==> src/rtl/j11busarb.sv <==
// Two-port round-robin arbiter for the 22-bit memory bus: one outstanding
// transaction, pulse handshakes, and a timeout that returns an error ack.
module j11busarb #(
    parameter int unsigned TIMEOUT = 255,
    parameter int unsigned TW      = 8
) (
    input  logic        clk,
    input  logic        rstn,
    input  logic        cpu_req,
    input  logic        cpu_wr,
    input  logic        cpu_gp,
    input  logic [21:0] cpu_addr,
    input  logic [15:0] cpu_wdata,
    output logic        cpu_ack,
    output logic [15:0] cpu_rdata,
    output logic        cpu_err,
    input  logic        dma_req,
    input  logic        dma_wr,
    input  logic        dma_gp,
    input  logic [21:0] dma_addr,
    input  logic [15:0] dma_wdata,
    output logic        dma_ack,
    output logic [15:0] dma_rdata,
    output logic        dma_err,
    output logic        mem_req,
    output logic        mem_wr,
    output logic        mem_gp,
    output logic [21:0] mem_addr,
    output logic [15:0] mem_wdata,
    input  logic        mem_ack,
    input  logic [15:0] mem_rdata,
    output logic        owner,
    output logic        busy
);

    localparam logic [TW-1:0] LAST = TW'(TIMEOUT - 1);

    typedef enum logic [1:0] {IDLE, ISSUE, WAIT} state_t;

    state_t        state;
    logic          cpu_pend;
    logic          dma_pend;
    logic          prio_dma;
    logic [TW-1:0] cnt;

    logic grant_dma;
    logic done;
    logic clr_cpu;
    logic clr_dma;

    // Arbitration and completion detection; an ack wins over a coincident timeout.
    always_comb begin
        grant_dma = dma_pend & (~cpu_pend | prio_dma);
        done      = (state == WAIT) & (mem_ack | (cnt == LAST));
        clr_cpu   = done & ~owner;
        clr_dma   = done & owner;
    end

    always_ff @(posedge clk or negedge rstn) begin
        if (!rstn) begin
            state     <= IDLE;
            cpu_pend  <= 1'b0;
            dma_pend  <= 1'b0;
            prio_dma  <= 1'b0;
            cnt       <= '0;
            cpu_ack   <= 1'b0;
            cpu_rdata <= '0;
            cpu_err   <= 1'b0;
            dma_ack   <= 1'b0;
            dma_rdata <= '0;
            dma_err   <= 1'b0;
            mem_req   <= 1'b0;
            mem_wr    <= 1'b0;
            mem_gp    <= 1'b0;
            mem_addr  <= '0;
            mem_wdata <= '0;
            owner     <= 1'b0;
            busy      <= 1'b0;
        end else begin
            cpu_ack  <= 1'b0;
            dma_ack  <= 1'b0;
            mem_req  <= 1'b0;
            // A new request in the completion cycle survives the clear.
            cpu_pend <= cpu_req | (cpu_pend & ~clr_cpu);
            dma_pend <= dma_req | (dma_pend & ~clr_dma);

            case (state)
                IDLE: begin
                    busy <= cpu_pend | dma_pend;
                    if (cpu_pend | dma_pend) begin
                        owner     <= grant_dma;
                        mem_wr    <= grant_dma ? dma_wr    : cpu_wr;
                        mem_gp    <= grant_dma ? dma_gp    : cpu_gp;
                        mem_addr  <= grant_dma ? dma_addr  : cpu_addr;
                        mem_wdata <= grant_dma ? dma_wdata : cpu_wdata;
                        mem_req   <= 1'b1;
                        state     <= ISSUE;
                    end
                end
                ISSUE: begin
                    cnt   <= '0;
                    state <= WAIT;
                end
                WAIT: begin
                    if (done) begin
                        state    <= IDLE;
                        prio_dma <= ~owner;
                        if (owner) begin
                            dma_ack <= 1'b1;
                            dma_err <= ~mem_ack;
                            if (!mem_wr) dma_rdata <= mem_ack ? mem_rdata : 16'h0000;
                        end else begin
                            cpu_ack <= 1'b1;
                            cpu_err <= ~mem_ack;
                            if (!mem_wr) cpu_rdata <= mem_ack ? mem_rdata : 16'h0000;
                        end
                    end else begin
                        cnt <= cnt + TW'(1);
                    end
                end
                default: state <= IDLE;
            endcase
        end
    end

endmodule

==> config.mk <==
export PLATFORM = sky130hd
export DESIGN_NAME = j11busarb
export DESIGN_NICKNAME = d
export VERILOG_FILES = /design/src/rtl/j11busarb.sv
export SDC_FILE = /design/constraint.sdc
export NUM_CORES = 1
export LEC_CHECK = 0
export ABC_AREA = 1
export CAP_MARGIN = 0
export CORE_MARGIN = 8
export CORE_UTILIZATION = 40
export DETAILED_ROUTE_END_ITERATION = 16
export PLACE_DENSITY_LB_ADDON = 0.25
export SYNTH_ARGS = -nofsm -noshare
export SYNTH_HDL_FRONTEND = slang
export SYNTH_SLANG_ARGS = --single-unit
==> constraint.sdc <==
create_clock -name clk -period 1.75 [get_ports clk]
set_input_delay 0.35 -clock clk [delete_from_list [all_inputs] [get_ports clk]]
set_output_delay 0.35 -clock clk [all_outputs]
set_load 0.1 [all_outputs]
# Yosys cells after proc, flatten, opt, wreduce, memory -nomap -nowiden
# Index checks and enable logic that the tools add are counted.
# totals
output_inout_bits	79
ff_bits	92
inputBits	101
elab_cells	70
# classes
n_addsub	1
eq_ne	6
reduce_logical	10
n_bitwise	17
muxes	18
# op_table
op	n
16-bit 2-to-1 mux	2
22-bit 2-to-1 mux	1
8-bit case mux with 2 select lines	1
1-bit 2-to-1 mux	10
8-bit by 1-bit adder with 8-bit output (second input constant)	1
8-bit equality test (second input constant)	1
8-bit 2-to-1 mux	1
2-bit AND reduction	4
4-bit AND reduction	2
1-bit bitwise AND	6
2-bit inequality test (second input constant)	3
1-bit inverter	6
2-bit case mux with 3 select lines	1
3-bit AND reduction	2
1-bit bitwise OR	5
2-bit 2-to-1 mux	2
2-bit by 1-bit equality test with 1-bit output (second input constant)	1
2-bit equality test (second input constant)	1
2-bit zero test	1
2-bit nonzero test	1

# Depth between registers and ports, before layout
# logic_depth
depth_word	7
mapped_depth	10
depth_no_buf	10

# Worst setup path before layout
# No wires, ideal clock.
# synth_timing
kind	flip-flop to flip-flop
startpoint	register mem_wr
endpoint	register cpu_rdata[0]
arrival_ns	1.960
required_ns	1.682
setup_slack_ns	-0.278
synth_period_minus_slack_ns	2.028
setup_time_ns	0.068
path_stages_with_launch	6
cell_sequence	dfrtp_1 -> clkinv_1 -> nand4_2 -> buf_2 -> nand2_1 -> nand2_1
# synth_via
elab_chain_cells	2
# synth_rtl
item	line_no	source
start: declaration	26	output logic mem_wr,
start signal: assignment	92	mem_wr <= grant_dma ? dma_wr : cpu_wr;
1-bit inverter (no source line)	--	
4-bit AND reduction (no source line)	--	
end signal: assignment	115	if (!mem_wr) cpu_rdata <= mem_ack ? mem_rdata : 16'h0000;
end: declaration	15	output logic [15:0] cpu_rdata,
# No other way between the ends.
# A chain may end at the register's enable or synchronous reset.

# Worst setup path in the final report
# layout_timing
startpoint	register cnt[0]
endpoint	register dma_rdata[3]
# layout_via
elab_chain_cells	4
# layout_rtl
item	line_no	source
start: declaration	44	logic [TW-1:0] cnt;
start signal: assignment	118	cnt <= cnt + TW'(1);
8-bit equality test	54	done = (state == WAIT) & (mem_ack | (cnt == LAST));
1-bit bitwise OR	54	
1-bit bitwise AND	54	
4-bit AND reduction (no source line)	--	
end signal: assignment	111	if (!mem_wr) dma_rdata <= mem_ack ? mem_rdata : 16'h0000;
end: declaration	23	output logic [15:0] dma_rdata,
# No other way between the ends.

==> flow_metrics.py <==
metrics = {
    "finish": {
        "final_cell_mix": "nand2_1 (148), clkdlybuf4s50_1 (99), dfrtp_1 (90)",
        "area_growth_pct": 73.6,
        "final_nets": 784,
        "num_antenna_cells": 0,
        "layout_commonest_cell": "nand2_1",
        "fin_cells": 822,
        "drive_above_1_share_pct": 19.7,
    },
    "floorplan": {
        "die_h_um": 118,
        "row_count": 37,
        "num_io_pins": 180,
        "start_util_pct": 40.6,
        "die-area_mm2": 0.0139,
        "core_area_mm2": 0.0102,
        "dieWidth_um": 118,
    },
    "clock_network": {
        "clock_tree.buffer_depth": 2,
        "cts_tree": "built",
        "root_buffer": "clkbuf_8",
        "post-cts-setup-buffer-count": 0,
        "cts.clk_slew.worst_paths_ns": 0.09,
        "htree_levels": 3,
        "clock_latency_ns": 0.36,
        "cts_sinks": 92,
        "cts_made_buffers": 9,
    },
    "setup_path": {
        "start_kind": "register",
        "worstSetupPathType": "register to register",
        "r2r_end": "dma_rdata[3]$_DFFE_PN0P_",
        "crit_chain": "inv_1 > ha_1 > nand2_1 > nor2_2 > nand2_2 > a21oi_4 > buf_4 > nand3_1 > nand2_1",
        "r2r_slack_ns": 0.11,
        "cp_max_fo": 12,
        "crit_path_top_delay_cell": "dfrtp_1",
        "crit_buf_inv": 2,
        "path_common_cell": "nand2_1",
        "arrival_ns": 1.93,
        "r2r_start": "cnt[0]$_DFFE_PN0P_",
        "ff2ff_path_depth": 9,
        "worstPathRequired_ns": 2.04,
        "cp_top_family": "simple AND/OR/NAND/NOR gates",
        "end_kind": "register",
        "slowest_delay_ns": 0.41,
    },
    "synth": {
        "syn_nets": 602,
        "synth_cells": 499,
        "syn_area_mm2": 0.00414,
        "synth.ff_latch_count": 92,
        "synth-seq-area-share_pct": 55.6,
        "syn_area_per_cell_um2": 8.29,
        "synth.distinct_cells": 27,
        "yosys_warnings": 0,
    },
    "drt": {
        "dr.pass1.iters": 5,
        "drc": 0,
        "drt_iter0_drc": 259,
        "route.vias.total": 4128,
        "ant_nets": 0,
        "wirelength_mm": 13.5,
        "wire_per_inst_um": 16.4,
        "viasPerCell": 5.02,
    },
    "sta": {
        "finalClockSkew_ns": 0.0105,
        "slew_headroom_pct": 69.6,
        "whs_ns": 0.503,
        "setup_tns_ns": 0,
        "min_period_ns": 1.64,
        "setup_ws_ns": 0.113,
        "worst_pin_slew_ns": 0.455,
        "slew_viol_final": 0,
        "finalCritPeriodShare_pct": 93.5,
        "rsz0062_at_grt": "false",
        "fmax_mhz": 611,
        "setup_viol": 0,
        "finalHoldViolations": 0,
    },
    "run": {
        "maxCapViolations": 0,
    },
    "hold_path": {
        "hp-class": "primary input to asynchronous set/reset pin",
    },
    "outcome": {
        "outcome": "completed",
    },
    "global_route": {
        "grt_pass1_vias": 4326,
        "grt_pass1_wl_mm": 21.9,
        "overflow": 0,
        "grt_usage_pct": 19.4,
        "antenna_found_initial": 1,
        "grt_max_degree": 43,
    },
    "place": {
        "gp_congestion": 0.794,
        "place_worst_setup_slack_ns": 0.00147,
        "portBuffers": 179,
        "hpwl_mm": 10.5,
        "dp_cells": 805,
    },
}
cells by family after synthesis:
group	after synthesis	synth area share, %
flip-flops	92	55.6
XOR/XNOR	3	0.635
AO/OA/AOI/OAI	96	12.0
buffers and inverters	62	6.41
AND/OR/NAND/NOR	244	24.7
adder cells (fa/ha/maj)	2	0.604
per-layer routing:
| metal | wire length, um | global-route usage [%] | vias to the layer above |
|---|---|---|---|
| met1 | 5240 | 21.3 | 1941 |
| met3 | 1520 | 9.40 | 21 |
| met4 | 188 | 6.16 | 2 |
| met5 | 9 | 0 | - |
| met2 | 6520 | 32.3 | 190 |
| li1 | - | - | 1974 |
how the worst max path moves through the flow:
| stage | start | to | depth (start not counted) |
|---|---|---|---|
| after floorplan | owner$_DFFE_PN0P_ | cpu_rdata[14]$_DFFE_PN0P_ | 6 |
| after global placement | mem_ack | cnt[1]$_DFFE_PN0P_ | 7 |
| after detailed placement | mem_ack | cnt[1]$_DFFE_PN0P_ | 7 |
| after CTS | cnt[0]$_DFFE_PN0P_ | cnt[1]$_DFFE_PN0P_ | 10 |
| after global routing | cnt[0]$_DFFE_PN0P_ | dma_rdata[3]$_DFFE_PN0P_ | 9 |
| final | cnt[0]$_DFFE_PN0P_ | dma_rdata[3]$_DFFE_PN0P_ | 9 |
through the flow:
| stage | util [%] | area, um2 |
|---|---|---|
| final | 70.6 | 7190 |
| after floorplan | - | 4140 |
| after detailed placement | 68.3 | 6960 |
| after CTS | 70.4 | 7170 |
| after global placement | 68.3 | 6960 |
| after global routing | 70.6 | 7190 |
flip-flops by register name, indices dropped and copies added (netlist names), 2 cells and up:
signal     cells
cpu_rdata     16
mem_wdata     16
dma_rdata     16
mem_addr      22
cnt            8
state          2
cell type report:
class,instances,area (um2)
clock buffer,9,124
clock inverter,7,73.8
fill,747,3000
inverter,35,131
multi-input combinational,345,1600
sequential,92,2300
tap,136,170
timing repair buffer,198,2780
Yosys cell counts, drive strengths merged:
cell | number | area (um2)
xnor2 | 1 | 8.76
nand3 | 18 | 90.1
dfrtp | 92 | 2300
ha | 2 | 25.0
o21bai | 2 | 15.0
a21oi | 4 | 31.3
xor2 | 2 | 17.5
nor2 | 53 | 214
clkbuf | 20 | 75.1
inv | 34 | 128
o21ai | 89 | 445
buf | 7 | 58.8
nand2 | 153 | 589
nor3 | 2 | 10.0
clkinv | 1 | 3.75
o22ai | 1 | 6.26
nand4 | 18 | 119
worst register-to-register path, stage by stage (launching register included):
cell	delay, ns
dfrtp_1	0.41
inv_1	0.10
ha_1	0.15
nand2_1	0.07
nor2_2	0.13
nand2_2	0.11
a21oi_4	0.22
buf_4	0.22
nand3_1	0.09
nand2_1	0.09
repair_timing:
| item | 4_1_cts | 5_1_grt |
|---|---|---|
| setup endpoints to repair | 0 | 16 |
| gates resized for setup | 0 | 8 |
| hold endpoints to repair | 31 | 0 |
| hold buffers | 1 | 0 |
Power is not shown: default switching activity piles up to over one toggle a cycle in this logic, so the estimate is an artifact.
